## src/rtl/noc_pkg.sv

```systemverilog
// Shared NoC definitions: flit header layout and field helpers used by the NI,
// the leaf switch and the group router.
package noc_pkg;
    localparam int DATA_W   = 16;
    localparam int HEADER_W = 6;
    localparam int GRP_MSB  = 15;
    localparam int GRP_LSB  = 12;
    localparam int LEAF_MSB = 11;
    localparam int LEAF_LSB = 10;
    localparam int GRP_W    = GRP_MSB - GRP_LSB + 1;
    localparam int LEAF_W   = LEAF_MSB - LEAF_LSB + 1;

    typedef logic [DATA_W-1:0] flit_t;
    typedef logic [GRP_W-1:0]  grp_t;
    typedef logic [LEAF_W-1:0] leaf_t;

    function automatic grp_t flit_group(input flit_t f);
        return f[GRP_MSB:GRP_LSB];
    endfunction

    function automatic leaf_t flit_leaf(input flit_t f);
        return f[LEAF_MSB:LEAF_LSB];
    endfunction

    // An all-zero header is never a legal destination.
    function automatic logic flit_null(input flit_t f);
        return f[DATA_W-1 -: HEADER_W] == '0;
    endfunction
endpackage

```

## src/rtl/noc_flit_fifo.sv

```systemverilog
// Ingress flit FIFO. Push and pop in the same cycle are both honored, so a full
// FIFO still accepts a flit on the cycle its head leaves.
module noc_flit_fifo #(
    parameter int DATA_W = 16,
    parameter int DEPTH  = 4
) (
    input  logic                      clk,
    input  logic                      reset,
    input  logic                      push,
    input  logic [DATA_W-1:0]         push_data,
    input  logic                      pop,
    output logic [DATA_W-1:0]         pop_data,
    output logic                      full,
    output logic                      empty,
    output logic [$clog2(DEPTH):0]    count
);
    localparam int AW = $clog2(DEPTH);

    logic [DATA_W-1:0] mem [DEPTH];
    logic [AW-1:0]     wr_ptr, rd_ptr;
    logic              do_push, do_pop;

    assign full     = count == (AW+1)'(DEPTH);
    assign empty    = count == '0;
    assign do_pop   = pop && !empty;
    assign do_push  = push && (!full || do_pop);
    assign pop_data = mem[rd_ptr];

    always_ff @(posedge clk or posedge reset) begin
        if (reset) begin
            wr_ptr <= '0;
            rd_ptr <= '0;
            count  <= '0;
        end else begin
            if (do_push) wr_ptr <= wr_ptr + 1'b1;
            if (do_pop)  rd_ptr <= rd_ptr + 1'b1;
            count <= count + (AW+1)'(do_push) - (AW+1)'(do_pop);
        end
    end

    always_ff @(posedge clk) begin
        if (do_push) mem[wr_ptr] <= push_data;
    end
endmodule

```

## src/rtl/leaf_switch.sv

```systemverilog
// First-level NoC switch: NUM_LEAF NI ports plus one uplink, per-input FIFOs,
// header routing and a round-robin arbiter per output.
module leaf_switch
    import noc_pkg::*;
#(
    parameter int   DATA_W     = 16,
    parameter int   NUM_LEAF   = 4,
    parameter grp_t MY_GROUP   = 4'd1,
    parameter int   FIFO_DEPTH = 4
) (
    input  logic                         clk,
    input  logic                         reset,
    input  logic [NUM_LEAF*DATA_W-1:0]   leaf_in_data,
    input  logic [NUM_LEAF-1:0]          leaf_in_valid,
    output logic [NUM_LEAF-1:0]          leaf_in_ready,
    output logic [NUM_LEAF*DATA_W-1:0]   leaf_out_data,
    output logic [NUM_LEAF-1:0]          leaf_out_valid,
    input  logic [DATA_W-1:0]            up_in_data,
    input  logic                         up_in_valid,
    output logic                         up_in_ready,
    output logic [DATA_W-1:0]            up_out_data,
    output logic                         up_out_valid,
    input  logic                         up_out_ready,
    output logic [7:0]                   drop_count
);
    localparam int NIN  = NUM_LEAF + 1;
    localparam int NOUT = NUM_LEAF + 1;
    localparam int UP   = NUM_LEAF;
    localparam int PW   = $clog2(NIN);
    localparam int CW   = $clog2(FIFO_DEPTH) + 1;
    localparam int DSW  = $clog2(2*NIN + 1);

    logic [NIN-1:0]             in_push, in_pop, in_full, in_empty;
    logic [NIN-1:0]             head_drop, push_drop;
    logic [NIN-1:0][DATA_W-1:0] in_data, head;
    logic [NIN-1:0][CW-1:0]     in_count;
    logic [NOUT-1:0][NIN-1:0]   req, gnt;
    logic [NOUT-1:0][PW-1:0]    gnt_sel;
    logic [NOUT-1:0]            gnt_any;
    logic                       up_free;
    logic [DSW-1:0]             drop_sum;
    logic [8:0]                 drop_total;

    function automatic logic [PW-1:0] rr_idx(input logic [PW-1:0] p, input int k);
        int s;
        s = int'(p) + k;
        if (s >= NIN) s = s - NIN;
        return PW'(s);
    endfunction

    // Leaf credit leaves one slot for the flit already in flight from the NI register.
    for (genvar i = 0; i < NUM_LEAF; i++) begin : g_leaf_in
        assign in_push[i]       = leaf_in_valid[i];
        assign in_data[i]       = leaf_in_data[i*DATA_W +: DATA_W];
        assign leaf_in_ready[i] = !reset && (in_count[i] <= CW'(FIFO_DEPTH-2));
    end
    assign up_in_ready = !reset && (in_count[UP] <= CW'(FIFO_DEPTH-1));
    assign in_push[UP] = up_in_valid && up_in_ready;
    assign in_data[UP] = up_in_data;

    for (genvar j = 0; j < NIN; j++) begin : g_fifo
        noc_flit_fifo #(.DATA_W(DATA_W), .DEPTH(FIFO_DEPTH)) u_fifo (
            .clk       (clk),
            .reset     (reset),
            .push      (in_push[j]),
            .push_data (in_data[j]),
            .pop       (in_pop[j]),
            .pop_data  (head[j]),
            .full      (in_full[j]),
            .empty     (in_empty[j]),
            .count     (in_count[j])
        );
    end

    assign up_free = !up_out_valid || up_out_ready;

    always_comb begin
        req       = '0;
        head_drop = '0;
        for (int j = 0; j < NIN; j++) begin
            if (!in_empty[j]) begin
                if (j < UP && flit_null(head[j]))
                    head_drop[j] = 1'b1;
                else if (flit_group(head[j]) == MY_GROUP)
                    req[flit_leaf(head[j])][j] = 1'b1;
                else if (j < UP)
                    req[UP][j] = up_free;
                else
                    head_drop[j] = 1'b1;
            end
        end
    end

    for (genvar o = 0; o < NOUT; o++) begin : g_arb
        logic [PW-1:0] ptr, sel;
        logic          any;

        // Scan from farthest to nearest so the request closest to ptr wins.
        always_comb begin
            sel = '0;
            any = 1'b0;
            for (int k = NIN-1; k >= 0; k--) begin
                if (req[o][rr_idx(ptr, k)]) begin
                    sel = rr_idx(ptr, k);
                    any = 1'b1;
                end
            end
        end

        always_ff @(posedge clk or posedge reset) begin
            if (reset)    ptr <= '0;
            else if (any) ptr <= rr_idx(sel, 1);
        end

        assign gnt_any[o] = any;
        assign gnt_sel[o] = sel;
        assign gnt[o]     = any ? (NIN'(1) << sel) : '0;
    end

    always_comb begin
        in_pop = head_drop;
        for (int o = 0; o < NOUT; o++)
            in_pop = in_pop | gnt[o];
    end

    assign push_drop = in_push & in_full & ~in_pop;

    always_comb begin
        drop_sum = '0;
        for (int j = 0; j < NIN; j++)
            drop_sum = drop_sum + DSW'(head_drop[j]) + DSW'(push_drop[j]);
        drop_total = {1'b0, drop_count} + 9'(drop_sum);
    end

    always_ff @(posedge clk or posedge reset) begin
        if (reset) begin
            leaf_out_valid <= '0;
            leaf_out_data  <= '0;
            up_out_valid   <= 1'b0;
            up_out_data    <= '0;
            drop_count     <= '0;
        end else begin
            for (int o = 0; o < NUM_LEAF; o++) begin
                leaf_out_valid[o] <= gnt_any[o];
                if (gnt_any[o]) leaf_out_data[o*DATA_W +: DATA_W] <= head[gnt_sel[o]];
            end
            if (gnt_any[UP]) begin
                up_out_valid <= 1'b1;
                up_out_data  <= head[gnt_sel[UP]];
            end else if (up_out_ready) begin
                up_out_valid <= 1'b0;
            end
            drop_count <= drop_total[8] ? 8'hFF : drop_total[7:0];
        end
    end
endmodule

```

## config.mk

```make
export PLATFORM = sky130hd
export DESIGN_NAME = leaf_switch
export DESIGN_NICKNAME = d
export VERILOG_FILES = /design/src/rtl/noc_pkg.sv /design/src/rtl/noc_flit_fifo.sv /design/src/rtl/leaf_switch.sv
export SDC_FILE = /design/constraint.sdc
export NUM_CORES = 1
export LEC_CHECK = 0
export CORE_MARGIN = 2
export CORE_UTILIZATION = 45
export DETAILED_ROUTE_END_ITERATION = 6
export PLACE_DENSITY_LB_ADDON = 0.12
export REMOVE_ABC_BUFFERS = 1
export SETUP_SLACK_MARGIN = 0.1
export SLEW_MARGIN = 20
export SYNTH_ARGS = -nofsm -noshare
export SYNTH_HDL_FRONTEND = slang
export SYNTH_SLANG_ARGS = --single-unit
```

## constraint.sdc

```tcl
create_clock -name clk -period 9 [get_ports clk]
set_input_delay 1.8 -clock clk [delete_from_list [all_inputs] [get_ports clk]]
set_output_delay 1.8 -clock clk [all_outputs]
set_load 0.1 [all_outputs]
```

==> results.py <==
metrics = {
    "logic_synthesis": {
        "synth_cell_type_count": 109,
        "synth_top_family_by_area": "compound AO/OA/AOI/OAI gates",
        "synth_top_area_cell": "edfxtp_1",
        "synthCells": 2170,
        "ys_ff_latch": 463,
        "synth_fa_ha_area_share_pct": 6.68,
        "yosysWarnings": 0,
        "async_flop_share_pct": 30.9,
        "muxShareOfSynthArea_pct": 12.5,
        "synth_edf_count": 320,
        "synthTopCellsByArea": "edfxtp_1 37%, dfrtp_1 14%, mux4_2 6.9%",
        "yosys.area.top_type_share_pct": 36.6,
        "synthesis.area_um2": 26300,
        "yosysSeqAreaShare_pct": 50.2,
        "syn_avg_cell_area_um2": 12.1,
        "yosys.area_share.simple_pct": 11.7,
        "yosys_most_used_dff": "edfxtp_1",
        "synth-compound-area-share_pct": 13.5,
        "synth_xor_xnor_area_share_pct": 1.50,
    },
    "floorplanning": {
        "initial_core_util_pct": 45.5,
        "dieArea_um2": 60300,
        "core_area_um2": 57700,
        "dieHeight_um": 246,
        "die_x_um": 246,
        "placementRows": 88,
        "io_pins": 186,
    },
    "routing": {
        "via_per_inst": 5.93,
        "vias": 18800,
        "routed_wl_um": 76600,
        "drc": 1,
        "ant_nets": 0,
        "dr.pass1.iters": 7,
        "drt-wirelength-per-cell_um": 24.2,
        "drtIter0Drc": 1573,
    },
    "place": {
        "place.gp.congestion": 0.907,
        "hpwl_um": 56600,
        "io_buffers": 185,
    },
    "setup_path": {
        "slowest_stage": "or4b_1",
        "critical_path_arrival_ns": 8.66,
        "slowest_delay_ns": 0.81,
        "crit_fanout": 9,
        "crit_type": "reg2reg",
        "critPathBufInv": 3,
        "crit_required_ns": 9.45,
        "critical-path-top-delay-family": "adder cells",
        "startpoint_type": "register",
        "worstSetupEndpointType": "register",
        "cp_common_cell": "fa_1",
    },
    "clock_network": {
        "cts_tree": "done",
        "ctsHoldBuffers": 0,
        "clockRootBuffer": "clkbuf_16",
        "cts_max_level": 2,
        "clk_pin_slew_ns": 0.06,
        "post_cts_resize_count": 0,
        "postCtsSetupRepairBufs": 0,
        "worstSkewPairLatency_ns": 0.62,
        "cts_sinks": 463,
        "cts_buffers": 50,
        "clockBufferDepth": 3,
    },
    "global_route": {
        "grt_overflow": 0,
        "grt_usage_pct": 25.4,
        "grt_pass1_wl_um": 116000,
        "grt_max_degree": 89,
        "grt_pass1_vias": 18700,
        "grt_antenna_before_repair": 3,
    },
    "job": {
        "maxCapViolCount": 0,
    },
    "sta": {
        "hold_viol": 0,
        "worstMarginPinSlew_ns": 1.09,
        "fin_worst_skew_ns": 0.0528,
        "period_needed_ns": 8.22,
        "finalSetupViolations": 0,
        "max-slew-margin-rel_pct": 27.4,
        "drv_slew": 0,
        "max_freq_mhz": 122,
        "fin_setup_tns_ns": 0,
        "rsz0062_at_grt": "false",
        "finalCritPeriodShare_pct": 91.3,
    },
    "layout": {
        "fill_cells": 4948,
        "syn2layout_area_growth_pct": 17.0,
        "nNetsFinal": 2579,
        "diodes": 0,
        "drive_gt1_share_pct": 12.5,
    },
    "outcome": {
        "violations": "DRC",
        "status": "complete, but fails checks",
    },
    "hold_path": {
        "hp-class": "reg2reg",
    },
}
==> worst register-to-register path: stages, from the launching register on <==
cell	delay, ns
dfrtp_1	0.65
mux4_2	0.63
or4b_1	0.81
or4b_4	0.73
o22ai_4	0.25
a2111oi_1	0.14
o211ai_2	0.12
o2111ai_1	0.18
a21oi_4	0.20
inv_1	0.10
ha_1	0.22
ha_1	0.19
a22o_1	0.26
a211oi_2	0.38
and3_1	0.24
fa_1	0.42
inv_1	0.08
fa_1	0.44
fa_1	0.56
fa_1	0.16
inv_1	0.06
fa_1	0.40
nand2_1	0.09
nand2_1	0.05
a21o_1	0.18
and2_1	0.20
nand4_1	0.18
o21ai_0	0.11
==> per-layer routing <==
| layer | vias up | global-route usage [%] | routed length (um) |
|---|---|---|---|
| li1 | 8670 | - | - |
| met1 | 9409 | 36.1 | 34100 |
| met2 | 599 | 40.4 | 35900 |
| met3 | 108 | 3.44 | 4470 |
| met4 | 6 | 7.93 | 2140 |
| met5 | - | 0 | 39 |
==> flip-flops by register name, summed over array words and instances, names as in the netlist <==
| name | flops |
|---|---|
| up_out_valid | 1 |
| drop_count | 8 |
| g_fifo.u_fifo.rd_ptr | 10 |
| g_arb.ptr | 15 |
| up_out_data | 16 |
| leaf_out_data | 64 |
| g_fifo.u_fifo.wr_ptr | 10 |
| g_fifo.u_fifo.count | 15 |
| leaf_out_valid | 4 |
| g_fifo.u_fifo.mem | 320 |
==> synth_stat cells, types with 12 or more instances <==
| cell type | n |
|---|---|
| a21oi_1 | 93 |
| and2_1 | 53 |
| o21a_1 | 15 |
| a22oi_1 | 18 |
| o211ai_1 | 14 |
| o22ai_1 | 25 |
| buf_2 | 13 |
| inv_1 | 146 |
| a221oi_1 | 17 |
| dfrtp_1 | 143 |
| nor2b_1 | 20 |
| mux4_2 | 80 |
| a31oi_1 | 18 |
| nand2b_1 | 42 |
| a21o_1 | 16 |
| mux2i_1 | 106 |
| nand3b_1 | 16 |
| nand4_1 | 12 |
| and3_1 | 19 |
| nand2_1 | 71 |
| nor3_1 | 44 |
| a222oi_1 | 16 |
| a211oi_1 | 23 |
| fa_1 | 17 |
| clkbuf_1 | 71 |
| ha_1 | 113 |
| nor4_1 | 21 |
| or2_2 | 14 |
| xor2_1 | 12 |
| nand3_1 | 34 |
| or3_1 | 20 |
| xnor2_1 | 33 |
| edfxtp_1 | 320 |
| o21ai_0 | 112 |
| nor2_1 | 126 |
| mux2_2 | 34 |
==> kinds of logic after synthesis <==
family	Yosys count
compound gates	505
xor+xnor	45
fa+ha+maj	130
buf+inv	248
flops	463
mux	224
other cells	1
simple gates	554
==> metrics by stage <==
stage	util (%)	setup WS (ns)	instance area, um2	instances	hold slack [ns]
finish	53.3	0.784	30700	3168	0.463
detailed placement	50.4	0.590	29100	3074	0.454
floorplan	-	0.175	25800	2074	0.512
CTS	53.3	0.719	30700	3168	0.468
global placement	50.4	0.694	29100	3074	0.449
global route	53.3	0.292	30700	3168	0.495
==> final cells by class <==
type / instances / area, um2 / share of cell area, %
clock buffer: 69 / 1390 / 4.53
inverter: 151 / 572 / 1.86
tap: 765 / 957 / 3.11
sequential: 463 / 13200 / 42.9
timing repair buffer: 235 / 2230 / 7.25
multi-input combinational: 1460 / 12100 / 39.4
clock inverter: 25 / 294 / 0.957
==> worst paths after layout <==
| path | cells past startpoint | start | endpoint | slack, ns |
|---|---|---|---|---|
| min | 1 | leaf_out_data[28] | leaf_out_data[28] | 0.46 |
| max | 27 | g_fifo[3].u_fifo.rd_ptr[0] | drop_count[3] | 0.78 |
| min reg2reg | 1 | leaf_out_data[28] | leaf_out_data[28] | 0.46 |
| max in group asynchronous | 3 | reset | leaf_out_data[37] | 5.49 |
| max reg2reg | 27 | g_fifo[3].u_fifo.rd_ptr[0] | drop_count[3] | 0.78 |
| min in group asynchronous | 2 | reset | g_arb[2].ptr[0] | 2.19 |
==> layout by cell type (no fill, tap or decap), types with 17 or more instances in the layout <==
cell type,n
nor4_1,20
mux2_2,34
a22oi_1,18
nand3_1,34
and3_1,19
clkdlybuf4s50_1,185
o22ai_1,25
o21ai_0,112
fa_1,17
ha_1,113
mux2i_1,106
nand2_1,71
xnor2_1,33
clkbuf_16,50
or3_1,20
nor2_1,126
dfrtp_1,143
a211oi_1,23
a221oi_1,17
inv_1,145
a31oi_1,18
mux4_2,80
nand2b_1,42
nor3_1,43
edfxtp_1,320
nor2b_1,20
buf_4,50
a21oi_1,93
and2_1,53
Power is not shown: default switching activity piles up to over one toggle a cycle in this logic, so the estimate is an artifact.
